### config.mk
export PLATFORM = sky130hd
export DESIGN_NAME = rs_dec_stream_ctrl
export DESIGN_NICKNAME = d
export VERILOG_FILES = /design/src/rtl/rs_dec_stream_ctrl.sv
export SDC_FILE = /design/constraint.sdc
export NUM_CORES = 1
export LEC_CHECK = 0
export BUFFER_PORTS_ARGS = -buffer_cell sky130_fd_sc_hd__clkbuf_2
export CELL_PAD_IN_SITES_DETAIL_PLACEMENT = 0
export CELL_PAD_IN_SITES_GLOBAL_PLACEMENT = 1
export CORE_MARGIN = 8
export CORE_UTILIZATION = 39
export CTS_BUF_LIST = sky130_fd_sc_hd__clkbuf_8
export DETAILED_ROUTE_END_ITERATION = 7
export GPL_ROUTABILITY_DRIVEN = 0
export GPL_TIMING_DRIVEN = 1
export MAX_ROUTING_LAYER = met4
export PLACE_DENSITY_LB_ADDON = 0.25
export SETUP_SLACK_MARGIN = 0.02
export SLEW_MARGIN = 20
export SYNTH_ARGS = -nofsm -noshare
export SYNTH_HDL_FRONTEND = slang
export SYNTH_SLANG_ARGS = --single-unit
### constraint.sdc
create_clock -name clk -period 3.3 [get_ports clk]
set_input_delay 0.495 -clock clk [delete_from_list [all_inputs] [get_ports clk]]
set_output_delay 0.495 -clock clk [all_outputs]
set_load 0.05 [all_outputs]
### src/rtl/rs_dec_stream_ctrl.sv
// Stream-side controller for the RS(204,188) decoder: paces upstream bytes into
// single-cycle CE strobes, limits blocks in flight and frames the decoded output.
module rs_dec_stream_ctrl #(
  parameter int CE_PERIOD    = 8,
  parameter int MAX_INFLIGHT = 4
) (
  input  logic       clk,
  input  logic       reset,
  input  logic       s_valid,
  input  logic [7:0] s_data,
  input  logic       s_last,
  output logic       s_ready,
  output logic       dec_ce,
  output logic [7:0] dec_byte,
  input  logic [7:0] dec_out_byte,
  input  logic       dec_ceo,
  input  logic       dec_valid_out,
  output logic       m_valid,
  output logic [7:0] m_data,
  output logic       m_sop,
  output logic       m_eop,
  output logic [3:0] inflight,
  output logic       frame_err,
  output logic       out_err
);

  localparam int               GAP_W      = $clog2(CE_PERIOD);
  localparam logic [GAP_W-1:0] GAP_RELOAD = GAP_W'(CE_PERIOD - 1);
  localparam logic [7:0]       IN_LAST    = 8'd203;
  localparam logic [7:0]       OUT_LAST   = 8'd187;
  localparam logic [3:0]       INF_LIMIT  = 4'(MAX_INFLIGHT);

  logic             r_run;
  logic [GAP_W-1:0] r_gap_cnt;
  logic [7:0]       r_in_cnt;
  logic [7:0]       r_out_cnt;
  logic [3:0]       r_inflight;
  logic             r_dec_ce;
  logic [7:0]       r_dec_byte;
  logic             r_m_valid;
  logic [7:0]       r_m_data;
  logic             r_m_sop;
  logic             r_m_eop;
  logic             r_frame_err;
  logic             r_out_err;

  logic w_ready;
  logic w_accept;
  logic w_in_at_last;
  logic w_blk_in;
  logic w_strobe;
  logic w_blk_out;
  logic w_frame_bad;

  // The in-flight limit only gates the first byte of a block, never mid-block.
  assign w_ready      = r_run && (r_gap_cnt == '0) &&
                        !((r_in_cnt == 8'd0) && (r_inflight >= INF_LIMIT));
  assign w_accept     = s_valid && w_ready;
  assign w_in_at_last = (r_in_cnt == IN_LAST);
  assign w_blk_in     = w_accept && w_in_at_last;
  assign w_strobe     = dec_ceo && dec_valid_out;
  assign w_blk_out    = w_strobe && (r_out_cnt == OUT_LAST);
  assign w_frame_bad  = w_accept && (s_last != w_in_at_last);

  always_ff @(posedge clk or posedge reset) begin
    if (reset) begin
      r_run <= 1'b0;
    end else begin
      r_run <= 1'b1;
    end
  end

  always_ff @(posedge clk or posedge reset) begin
    if (reset) begin
      r_gap_cnt  <= '0;
      r_in_cnt   <= 8'd0;
      r_dec_ce   <= 1'b0;
      r_dec_byte <= 8'd0;
    end else begin
      r_dec_ce <= w_accept;
      if (w_accept) begin
        r_dec_byte <= s_data;
        r_gap_cnt  <= GAP_RELOAD;
        r_in_cnt   <= w_in_at_last ? 8'd0 : r_in_cnt + 8'd1;
      end else if (r_gap_cnt != '0) begin
        r_gap_cnt <= r_gap_cnt - 1'b1;
      end
    end
  end

  // in_cnt free-runs on accepted bytes; s_last only feeds the sticky error flag.
  always_ff @(posedge clk or posedge reset) begin
    if (reset) begin
      r_frame_err <= 1'b0;
    end else if (w_frame_bad) begin
      r_frame_err <= 1'b1;
    end
  end

  always_ff @(posedge clk or posedge reset) begin
    if (reset) begin
      r_out_cnt <= 8'd0;
      r_m_valid <= 1'b0;
      r_m_data  <= 8'd0;
      r_m_sop   <= 1'b0;
      r_m_eop   <= 1'b0;
    end else begin
      r_m_valid <= w_strobe;
      r_m_sop   <= w_strobe && (r_out_cnt == 8'd0);
      r_m_eop   <= w_blk_out;
      if (w_strobe) begin
        r_m_data  <= dec_out_byte;
        r_out_cnt <= (r_out_cnt == OUT_LAST) ? 8'd0 : r_out_cnt + 8'd1;
      end
    end
  end

  // Coincident block-in and block-out cancel; a block-out with nothing in flight
  // is a decoder/controller disagreement and is latched as out_err.
  always_ff @(posedge clk or posedge reset) begin
    if (reset) begin
      r_inflight <= 4'd0;
      r_out_err  <= 1'b0;
    end else begin
      if (w_blk_in && !w_blk_out) begin
        r_inflight <= r_inflight + 4'd1;
      end else if (w_blk_out && !w_blk_in) begin
        if (r_inflight == 4'd0) begin
          r_out_err <= 1'b1;
        end else begin
          r_inflight <= r_inflight - 4'd1;
        end
      end
    end
  end

  assign s_ready   = w_ready;
  assign dec_ce    = r_dec_ce;
  assign dec_byte  = r_dec_byte;
  assign m_valid   = r_m_valid;
  assign m_data    = r_m_data;
  assign m_sop     = r_m_sop;
  assign m_eop     = r_m_eop;
  assign inflight  = r_inflight;
  assign frame_err = r_frame_err;
  assign out_err   = r_out_err;

endmodule

Word-level counts from Yosys, hierarchy flattened

Cells that the tools add are included.

Bits in registers: 46
Word-level logic and storage cells: 54
Input port bits: 22
Output and inout port bits: 27

Reduce and logical (&&, ||, !) cells: 23
$add $sub $neg: 5
Eq/ne operators: 4
Bitwise logic cells: 1
Mux-type cells: 7
$lt $le $gt $ge: 1

Operators by type and width:

| operator                                                                             | count |
|---|---|
| 8-bit by 1-bit adder with 8-bit output (second input constant)                       | 2 |
| 8-bit equality test (second input constant)                                          | 2 |
| 8-bit logical NOT                                                                    | 2 |
| 8-bit two-way mux                                                                    | 2 |
| 4-bit two-way mux                                                                    | 3 |
| 1-bit logical AND                                                                    | 11 |
| 3-bit two-way mux                                                                    | 2 |
| 4-bit by 1-bit adder with 4-bit output (second input constant)                       | 1 |
| 4-bit by 3-bit greater-or-equal comparator with 1-bit output (second input constant) | 1 |
| 4-bit logical NOT                                                                    | 1 |
| 2-bit nonzero test                                                                   | 2 |
| 4-bit by 1-bit subtractor with 4-bit output (second input constant)                  | 1 |
| 1-bit logical NOT                                                                    | 3 |
| 3-bit logical NOT                                                                    | 1 |
| 3-bit AND reduction                                                                  | 1 |
| 3-bit nonzero test                                                                   | 1 |
| 3-bit by 1-bit subtractor with 3-bit output (second input constant)                  | 1 |
| 2-bit inequality test (second input constant)                                        | 1 |
| 2-bit AND reduction                                                                  | 1 |
| 1-bit inequality test                                                                | 1 |
| 1-bit NOT                                                                            | 1 |

Longest topological paths before layout

Gate-level depths: netlist of the first run.

Word-level depth: 10
Gate-level depth with buffers: 16
Depth with buffers taken out: 13

Worst setup path before layout of the first run

No wires, ideal clock.

Path kind: reg2reg
Start point: register r_in_cnt[0]
End point: register r_inflight[3] (netlist: inflight[3])
Arrival time: 3.196 ns
Clock period less this slack: 3.322 ns
Path slack: -0.022 ns
Library setup time: 0.126 ns
Stages on the path, launching flop included: 16
Cells stage by stage: dfrtp_1 > inv_1 > ha_1 > or4b_1 > o31a_1 > buf_6 > buf_8 > nand2_1 > inv_1 > ha_1 > inv_1 > ha_1 > a21o_1 > a21oi_1 > mux2_2 > a221o_1

Longest elaborated chain between the ends: 10
Elaborated cells between the ends (all ways): 14
Classes of those cells: eq/ne: 2; mux: 1; reduce/logical: 11

Ends and longest elaborated chain:

| item                                 | line | RTL |
|---|---|---|
| start: declaration                   | 35   | `logic [7:0] r_in_cnt;` |
| start signal: assignment             | 84   | `r_in_cnt <= w_in_at_last ? 8'd0 : r_in_cnt + 8'd1;` |
| 8-bit logical NOT (*)                | 57   | `!((r_in_cnt == 8'd0) && (r_inflight >= INF_LIMIT));` |
| 1-bit logical AND (*)                | 57   |  |
| 1-bit logical NOT (*)                | 57   |  |
| 1-bit logical AND (*)                | 56   | `assign w_ready = r_run && (r_gap_cnt == '0) &&` |
| 1-bit logical AND (*)                | 58   | `assign w_accept = s_valid && w_ready;` |
| net w_accept                         | 48   | `logic w_accept;` |
| 1-bit logical AND (*)                | 60   | `assign w_blk_in = w_accept && w_in_at_last;` |
| 1-bit logical NOT                    | 127  | `end else if (w_blk_out && !w_blk_in) begin` |
| 1-bit logical AND                    | 127  |  |
| 2-bit nonzero test (no source line)  | n/a  |  |
| 2-bit AND reduction (no source line) | n/a  |  |
| end signal: assignment               | 126  | `r_inflight <= r_inflight + 4'd1;` |
| end signal: assignment               | 131  | `r_inflight <= r_inflight - 4'd1;` |
| end: declaration                     | 37   | `logic [3:0] r_inflight;` |

The timed path passes the listed nets; every way through them passes the cells marked *.
A chain may end at the register's enable or synchronous reset.

Worst setup path in the final report of the first run

Start point: register r_in_cnt[1]
End point: register r_inflight[3] (netlist: inflight[3])

Longest elaborated chain between the ends: 10
Elaborated cells between the ends (all ways): 14
Classes of those cells: eq/ne: 2; mux: 1; reduce/logical: 11

Ends and longest elaborated chain:

| item                                 | line |
|---|---|
| 8-bit logical NOT                    | 57 |
| 1-bit logical AND                    | 57 |
| 1-bit logical NOT                    | 57 |
| 1-bit logical AND                    | 56 |
| 1-bit logical AND                    | 58 |
| 1-bit logical AND (*)                | 60 |
| 1-bit logical NOT                    | 127 |
| 1-bit logical AND                    | 127 |
| 2-bit nonzero test (no source line)  | n/a |
| 2-bit AND reduction (no source line) | n/a |

Mark *: on every way between the ends. The rest lies on a longest branch, timed or not.

==> impl_metrics.json, run 1 <==
{
  "outcome": "finished, final reports clean",
  "path_delay_family": "compound AO/OA/AOI/OAI gates",
  "io_pins": 49,
  "crit_start": "r_in_cnt[1]",
  "yosysSeqAreaShare": 0.531,
  "dr.pass1.iters": 4,
  "arrival_ps": 3290,
  "switching_share": 0.412,
  "avgViaCountPerCell": 4.84,
  "syn_area_um2": 2170,
  "cts_buffers": 5,
  "cts-root-buf": "clkbuf_8",
  "insertion_delay_ps": 300,
  "worst_pin_slew_ps": 782,
  "synthToLayoutAreaGrowth_pct": 20.6,
  "cap_violations": 0,
  "cp.depth": 13,
  "num_vias": 1641,
  "clock.fmax_mhz": 323,
  "critPathBufInv": 3,
  "combPwrFrac": 0.376,
  "p_sw_w": 0.000771,
  "leakage_nw": 1.32,
  "r2r-start": "r_in_cnt[1]",
  "startpoint_type": "register",
  "rsz0062_at_grt": "false",
  "r2r-end": "inflight[3]",
  "tns_ps": 0,
  "nFillCells": 537,
  "pwr_density_cell_nw_per_um2": 717,
  "antenna_found_initial": 0,
  "die_w_um": 90.5,
  "stdcell_count": 339,
  "clk_pin_slew_ps": 90,
  "synth.avg_cell_area_um2": 10.4,
  "p_seq_frac": 0.433,
  "drtAntennaViolNets": 0,
  "start_util": 0.398,
  "cts_max_level": 2,
  "die_h_um": 90.5,
  "ys_types": 36,
  "post-route-min-period_ps": 3100,
  "worst_path_max_delay_cell": "or4b_1",
  "grt_pass1_wl_um": 7800,
  "finalSetupViolCount": 0,
  "period_share": 0.939,
  "placed_cells": 329,
  "fin_worst_skew_ps": 10.3,
  "hold_viol_final": 0,
  "ys_warn_count": 0,
  "syn_inst": 209,
  "r2r_cells": 13,
  "crit_chain": "inv_1, ha_1, or4b_1, o31a_1, nand2_1, inv_1, ha_1, inv_2, ha_1, a21o_1, a21oi_2, mux2_2, a221o_1",
  "fin_nets": 299,
  "grt_max_degree": 47,
  "drive_above_1_share": 0.296,
  "slew_headroom": 0.478,
  "tritoncts": "done",
  "grtUsageTotal": 0.119,
  "slowest_delay_ps": 460,
  "hp-class": "input pin to asynchronous set/reset pin",
  "synth_nets": 242,
  "p_int_w": 0.00110,
  "grt_overflow_total": 0,
  "slew_violations": 0,
  "cts_sinks": 46,
  "rows": 27,
  "die_area_um2": 8190,
  "holdBufCountCts": 0,
  "portBuffers": 48,
  "drtIter0Drc": 48,
  "reg2reg_slack_ps": 200,
  "endpoint_kind": "register",
  "grt_pass1_vias": 1682,
  "drc": 0,
  "cp_max_fo": 6,
  "synth_seq_cells": 46,
  "fp.coreArea_um2": 5440,
  "clk_path_buf_depth": 2,
  "clkPwrFrac": 0.191,
  "drt-total-wl_um": 4480,
  "worstPathRequired_ps": 3490,
  "wl_per_cell_um": 13.2,
  "crit_end": "inflight[3]",
  "antenna_cells": 0,
  "ir_drop_mv": 0.495,
  "worstSetupPathType": "register to register",
  "cp_common_cell": "ha_1",
  "dpl.hpwl_um": 3350,
  "power.total_w": 0.00187
}
-- state kept, by name, indices dropped and copies added (netlist names) --
register / count
r_in_cnt: 8
r_run: 1
out_err: 1
inflight: 4
dec_ce: 1
frame_err: 1
m_sop: 1
r_out_cnt: 8
m_valid: 1
r_gap_cnt: 3
m_data: 8
dec_byte: 8
m_eop: 1
-- repair_timing --
item,in CTS,in global routing
hold endpoints to repair,0,0
gates resized for setup,0,1
setup endpoints to repair,0,1
buffers inserted,0,2
-- metrics by stage --
stage               setup WS (ps)  area (µm²)  utilization  hold WS, ps
floorplan                    21.5        2170            -          468
global route                 65.5        2610        0.480          359
finish                        202        2610        0.480          281
global placement              169        2500        0.460          442
CTS                          83.4        2590        0.477          367
detailed placement           97.2        2500        0.460          450
-- layout make-up --
type	count	area [µm²]	area share
Inverter	12	46.3	0.0177
Multi-Input combinational cell	146	936	0.358
Sequential cell	46	1150	0.441
Tap cell	72	90.1	0.0345
Clock inverter	2	12.5	0.00479
Clock buffer	6	82.6	0.0316
Timing Repair Buffer	55	293	0.112
-- cell usage in the layout, fill, tap and decap left out, types with 8 or more instances in the layout --
cell type  Yosys  routed
clkbuf_2       0      48
o21ai_0       11      11
inv_1         11       9
xnor2_1        9       9
nand2_1       41      41
dfrtp_1       46      46
mux2_2        10      10
ha_1          10      10
nor3_1         8       8
nor2_1        13      13
-- per-layer routing --
metal  up-vias  GRT usage  routed length (µm)
met3         6     0.0466                 285
met1       769      0.142                2160
met2        38      0.178                1970
li1        828          -                   -
met4         0     0.0416                  65
met5         -          -                   0
-- worst min-delay path by stage --
stage	from	to	slack, ps	cells past startpoint
floorplan	r_out_cnt[6]	r_out_cnt[6]	470	1
global placement	frame_err	frame_err	440	1
detailed placement	frame_err	frame_err	450	1
CTS	dec_out_byte[4]	m_data[4]	370	3
global route	reset	inflight[3]	360	2
finish	reset	inflight[3]	280	2
-- cells in the mapped netlist --
master	number	share of area
a211o_1	1	0.0040
a21o_1	3	0.010
a21oi_1	2	0.0046
a221o_1	1	0.0046
a22o_1	1	0.0040
a31o_2	2	0.0081
a31oi_1	2	0.0058
a41oi_1	1	0.0040
and3_1	3	0.0087
and4b_1	1	0.0046
buf_6	1	0.0052
buf_8	1	0.0069
clkbuf_1	3	0.0052
clkinv_1	1	0.0017
conb_1	1	0.0017
dfrtp_1	46	0.53
fa_1	1	0.0092
ha_1	10	0.058
inv_1	11	0.019
mux2_2	10	0.052
mux2i_1	1	0.0046
nand2_1	41	0.071
nand2b_1	1	0.0029
nand3_1	6	0.014
nand4_1	7	0.020
nand4b_1	1	0.0040
nor2_1	13	0.023
nor3_1	8	0.018
nor4_1	2	0.0058
o21ai_0	11	0.025
o31a_1	1	0.0040
or2_2	1	0.0029
or3_1	2	0.0058
or4b_1	1	0.0046
xnor2_1	9	0.036
xor2_1	2	0.0081
-- power by group through the flow --
stage,registers (W),clock network (W),logic [W]
after floorplan,0.00105,0,0.000292
after global routing,0.000829,0.000395,0.000772
after CTS,0.000813,0.000376,0.000703
after detailed placement,0.000822,0,0.000701
final,0.000811,0.000358,0.000704
after global placement,0.000815,0,0.000699
-- worst reg2reg max path, stage by stage (launching register included) --
cell,delay (ps)
dfrtp_1,410
inv_1,90
ha_1,130
or4b_1,460
o31a_1,270
nand2_1,80
inv_1,40
ha_1,190
inv_2,110
ha_1,240
a21o_1,190
a21oi_2,150
mux2_2,350
a221o_1,280
-- logic make-up after synthesis --
kind of cell             share of synthesized area
AO/OA/AOI/OAI                               0.0751
XOR/XNOR                                    0.0445
adder cells (fa/ha/maj)                     0.0670
buffers and inverters                       0.0381
flip-flops                                   0.531
multiplexers                                0.0566
other                                      0.00173
AND/OR/NAND/NOR                              0.185
(Power assumes the default switching activity.)
==> run 2: changes to the inputs <==
--- a/config.mk
+++ b/config.mk
@@ -15,7 +15,7 @@
 export GPL_ROUTABILITY_DRIVEN = 0
 export GPL_TIMING_DRIVEN = 1
 export MAX_ROUTING_LAYER = met4
-export PLACE_DENSITY_LB_ADDON = 0.25
+export PLACE_DENSITY = 0.88
 export SETUP_SLACK_MARGIN = 0.02
 export SLEW_MARGIN = 20
 export SYNTH_ARGS = -nofsm -noshare
==> constraint.sdc (replaced) <==
create_clock -name clk -period 3.3 [get_ports clk]
set_input_delay 0.495 -clock clk [delete_from_list [all_inputs] [get_ports clk]]
set_output_delay 0.495 -clock clk [all_outputs]
set_load 0.005 [all_outputs]
==> run 2 against run 1 <==
Against the previous run: core utilization rose by 0.14 points; non-clock buffer count is 1 lower; clock power up 16%; count of clock-buffer cells in the layout fell by 1; cell count shrank 0.29%; combinational power down 36%; via count grew 2.4%; power is 10% lower; global-route usage up 0.44 points; first-iteration DRC count grew 63%; highest routed layer unchanged.
==> impl_metrics.json, run 2 (same netlist as run 1, synthesis figures left out) <==
{
  "rsz0062_at_grt": "false",
  "num_vias": 1681,
  "antenna_cells": 0,
  "hold_viol_final": 0,
  "cap_violations": 0,
  "clk_path_buf_depth": 2,
  "drive_above_1_share": 0.293,
  "worstSetupPathType": "register to register",
  "dr.pass1.iters": 4,
  "final_cell_mix": "clkbuf_2, dfrtp_1, nand2_1",
  "finalSetupViolCount": 0,
  "ir_drop_mv": 0.292,
  "grt_pass1_wl_um": 8110,
  "critPathBufInv": 3,
  "grtUsageTotal": 0.123,
  "nFillCells": 518,
  "drt-total-wl_um": 4610,
  "crit_chain": "inv_1, ha_1, or4b_1, o31a_1, nand2_1, inv_1, ha_1, inv_1, ha_1, a21o_1, a21oi_2, mux2_2, a221o_1",
  "grt_overflow_total": 0,
  "stdcell_area_um2": 2620,
  "holdBufCountCts": 0,
  "die_area_um2": 8190,
  "power.total_w": 0.00168,
  "slowest_delay_ps": 470,
  "cts_sinks": 46,
  "drtAntennaViolNets": 0,
  "die_w_um": 90.5,
  "slew_violations": 0,
  "worst_path_max_delay_cell": "or4b_1",
  "insertion_delay_ps": 310,
  "placed_cells": 330,
  "final_util": 0.481,
  "worst_pin_slew_ps": 783,
  "portBuffers": 48,
  "grt_pass1_vias": 1809,
  "wl_per_cell_um": 13.6,
  "fp.coreArea_um2": 5440,
  "slew_headroom": 0.477,
  "start_util": 0.398,
  "pwr_density_cell_nw_per_um2": 642,
  "die_h_um": 90.5,
  "endpoint_kind": "register",
  "fin_nets": 298,
  "fin_worst_skew_ps": 7.87,
  "stdcell_count": 338,
  "cp_max_fo": 4,
  "placedInstanceArea_um2": 2510,
  "hp-class": "input pin to asynchronous set/reset pin",
  "post-route-min-period_ps": 3100,
  "rows": 27,
  "outcome": "finished, final reports clean",
  "cts_buffers": 5,
  "cts_max_level": 2,
  "startpoint_type": "register",
  "cts-root-buf": "clkbuf_8",
  "antenna_found_initial": 0,
  "tns_ps": 0,
  "leakage_nw": 1.33,
  "clock.fmax_mhz": 322,
  "dpl.hpwl_um": 3300,
  "synthToLayoutAreaGrowth_pct": 20.9,
  "clk_pin_slew_ps": 90,
  "avgViaCountPerCell": 4.97,
  "io_pins": 49,
  "period_share": 0.941,
  "postCtsSetupBuffers": 0,
  "arrival_ps": 3300,
  "path_delay_family": "compound AO/OA/AOI/OAI gates",
  "drtIter0Drc": 78,
  "worstPathRequired_ps": 3500,
  "tritoncts": "done",
  "grt_max_degree": 47,
  "final_common_cell": "clkbuf_2",
  "drc": 0
}
==> run 2: changes by cell type in the layout (fill, tap and decap cells not counted) <==
cell,previous run,this run
clkbuf_8,6,5
inv_1,9,10
buf_4,7,6
dfrtp_1,46,45
bufinv_16,0,1
clkinvlp_4,1,0
dfrtp_2,0,1
clkinv_2,2,3
inv_2,1,0
==> run 2: worst register-to-register path: stages, from the launching register on <==
cell and delay (ps):
dfrtp_1 410, inv_1 90, ha_1 140, or4b_1 470, o31a_1 270, nand2_1 80, inv_1 40, ha_1 180
inv_1 70, ha_1 230, a21o_1 190, a21oi_2 180, mux2_2 350, a221o_1 290
==> run 2: what timing repair did <==
item                       CTS  global route
setup endpoints to repair    0             1
hold endpoints to repair     0             0
resized for setup            0             1
==> run 2: routing by layer <==
layer | wire length [µm] | GRT usage
met4 | 67 | 0.0527
met3 | 274 | 0.0432
met2 | 2120 | 0.194
met1 | 2150 | 0.139
met5 | 0 | -
==> run 2: final timing paths <==
check | from | to | slack (ps) | cells past startpoint
max | r_in_cnt[1] | inflight[3] | 200 | 13
min | reset | r_out_cnt[7] | 290 | 2
max reg2reg | r_in_cnt[1] | inflight[3] | 200 | 13
min reg2reg | frame_err | frame_err | 470 | 1
max in group asynchronous | reset | r_in_cnt[0] | 2500 | 2
min in group clk | dec_out_byte[2] | m_data[2] | 380 | 3
==> run 2: per-stage QoR <==
step,hold WS [ps],worst slack (ps)
after floorplan,451,21.8
after global placement,446,284
after detailed placement,452,167
after CTS,365,166
after global routing,363,21.4
final,292,195
==> run 2: layout make-up <==
class,count,area [µm²],share of cell area
clock buffer,5,68.8,0.0263
clock inverter,3,40.0,0.0153
inverter,12,46.3,0.0177
multi-input combinational,146,936,0.357
sequential,46,1150,0.440
tap,72,90.1,0.0344
timing repair buffer,54,285,0.109
==> run 2: power breakdown <==
| group | switching (W) | internal [W] | total [W] |
|---|---|---|---|
| Combinational | 0.000222 | 0.000227 | 0.000449 |
| Sequential | 0.000114 | 0.000701 | 0.000815 |
| Clock | 0.000194 | 0.000223 | 0.000417 |
==> run 3: changes to the inputs <==
--- a/config.mk
+++ b/config.mk
@@ -15,8 +15,8 @@
 export GPL_ROUTABILITY_DRIVEN = 0
 export GPL_TIMING_DRIVEN = 1
 export MAX_ROUTING_LAYER = met4
-export PLACE_DENSITY = 0.88
-export SETUP_SLACK_MARGIN = 0.02
+export PLACE_DENSITY = 0.85
+export SETUP_SLACK_MARGIN = 0.15
 export SLEW_MARGIN = 20
 export SYNTH_ARGS = -nofsm -noshare
 export SYNTH_HDL_FRONTEND = slang
==> constraint.sdc (replaced) <==
create_clock -name clk -period 3.6 [get_ports clk]
set_input_delay 0.54 -clock clk [delete_from_list [all_inputs] [get_ports clk]]
set_output_delay 0.54 -clock clk [all_outputs]
set_load 0.005 [all_outputs]
==> run 3 against run 2 <==
Against the previous run: die area unchanged; critical path depth stayed put; non-clock buffer count is 3 lower; combinational power is 12% lower; sequential cell count did not move; first-iteration DRC count rose by 3.8%; sequential share of layout area grew 0.74 points; highest routed layer unchanged; global-route usage down 1.1 points; core utilization shrank 0.85 points.
==> impl_metrics.json, run 3 (same netlist as run 1, synthesis figures left out) <==
{
  "outcome": "finished, final reports clean",
  "placedInstanceArea_um2": 2480,
  "insertion_delay_ps": 300,
  "post-route-min-period_ps": 3220,
  "tritoncts": "done",
  "placed_cells": 327,
  "worst_pin_slew_ps": 936,
  "drt-total-wl_um": 4330,
  "slew_headroom": 0.375,
  "die_h_um": 90.5,
  "final_cell_mix": "clkbuf_2, dfrtp_1, nand2_1",
  "portBuffers": 48,
  "switching_share": 0.327,
  "dr.pass1.iters": 4,
  "start_util": 0.398,
  "antenna_found_initial": 0,
  "holdWs_ps": 423,
  "clk_path_buf_depth": 2,
  "grtUsageTotal": 0.113,
  "cp.depth": 13,
  "p_seq_frac": 0.510,
  "cap_violations": 0,
  "cts_buffers": 5,
  "r2r-start": "r_in_cnt[0]",
  "stdcell_count": 335,
  "critPathBufInv": 3,
  "stdcell_area_um2": 2570,
  "finalSetupViolCount": 0,
  "endpoint_kind": "register",
  "grt_overflow_total": 0,
  "hold_viol_final": 0,
  "cts-root-buf": "clkbuf_8",
  "postCtsSetupBuffers": 0,
  "path_delay_family": "compound AO/OA/AOI/OAI gates",
  "holdBufCountCts": 0,
  "cp_max_fo": 6,
  "hp-class": "input pin to asynchronous set/reset pin",
  "die_area_um2": 8190,
  "rows": 27,
  "ir_drop_mv": 0.317,
  "antenna_cells": 0,
  "arrival_ps": 3410,
  "cts_resized": 0,
  "wl_per_cell_um": 12.9,
  "grt_pass1_vias": 1685,
  "cts_max_level": 2,
  "worstPathRequired_ps": 3790,
  "grt_pass1_wl_um": 7520,
  "num_vias": 1644,
  "die_w_um": 90.5,
  "fin_nets": 295,
  "crit_start": "r_in_cnt[0]",
  "synthToLayoutAreaGrowth_pct": 18.8,
  "tns_ps": 0,
  "drive_above_1_share": 0.281,
  "cts_sinks": 46,
  "drtAntennaViolNets": 0,
  "clkPwrFrac": 0.219,
  "worstSetupPathType": "register to register",
  "rsz0062_at_grt": "false",
  "dpl.hpwl_um": 3150,
  "grt_max_degree": 47,
  "fin_worst_skew_ps": 7.58,
  "r2r_cells": 13,
  "drc": 0,
  "startpoint_type": "register",
  "worst_path_max_delay_cell": "or4b_1",
  "crit_chain": "inv_1, ha_1, or4b_1, o31a_1, nand2_1, inv_1, ha_1, inv_2, ha_1, a21o_1, a21oi_1, mux2_2, a221o_1",
  "drtIter0Drc": 81,
  "period_share": 0.895,
  "clk_pin_slew_ps": 90,
  "combPwrFrac": 0.271,
  "slew_violations": 0,
  "fp.coreArea_um2": 5440,
  "leakage_nw": 1.31,
  "slowest_delay_ps": 460,
  "p_int_w": 0.000986,
  "avgViaCountPerCell": 4.91,
  "clock.fmax_mhz": 310,
  "cp_common_cell": "ha_1",
  "pwr_density_cell_nw_per_um2": 570,
  "final_common_cell": "clkbuf_2",
  "p_sw_w": 0.000480,
  "io_pins": 49
}
## run 3: cell type report
| class | instances | area, µm² |
|---|---|---|
| Clock buffer | 5 | 68.8 |
| Clock inverter | 3 | 22.5 |
| Fill cell | 510 | 2870 |
| Inverter | 12 | 45.0 |
| Multi-Input combinational cell | 146 | 932 |
| Sequential cell | 46 | 1150 |
| Tap cell | 72 | 90.1 |
| Timing Repair Buffer | 51 | 263 |
## run 3: power by group through the flow
stage / clock, W / combinational (W) / sequential, W
4_1_cts: 0.000337 / 0.000406 / 0.000746
5_1_grt: 0.000356 / 0.000457 / 0.000763
6_report: 0.000322 / 0.000397 / 0.000747
3_5_place_dp: 0 / 0.000405 / 0.000755
2_1_floorplan: 0 / 0.000259 / 0.000740
3_3_place_gp: 0 / 0.000398 / 0.000747
## run 3: worst paths after layout
check / to / slack, ps
worst min-delay path: dec_byte[7] / 420
worst max register to register: inflight[3] / 380
worst min register to register: out_err / 480
worst max-delay path: inflight[3] / 380
min in group clk: m_data[0] / 420
max in group asynchronous: m_sop / 2590
## run 3: routing by layer
| layer | up-vias | GRT usage | routed length (µm) |
|---|---|---|---|
| li1 | 818 | - | - |
| met5 | - | - | 0 |
| met2 | 51 | 0.161 | 1860 |
| met3 | 6 | 0.0432 | 303 |
| met4 | 0 | 0.0416 | 60 |
| met1 | 769 | 0.140 | 2110 |
## run 3: stage by stage
stage | power (W) | worst slack [ps] | util
4_1_cts | 0.00149 | 314 | 0.473
2_1_floorplan | 0.000999 | 278 | -
6_report | 0.00147 | 377 | 0.473
3_5_place_dp | 0.00116 | 333 | 0.456
5_1_grt | 0.00158 | 228 | 0.473
3_3_place_gp | 0.00115 | 439 | 0.456
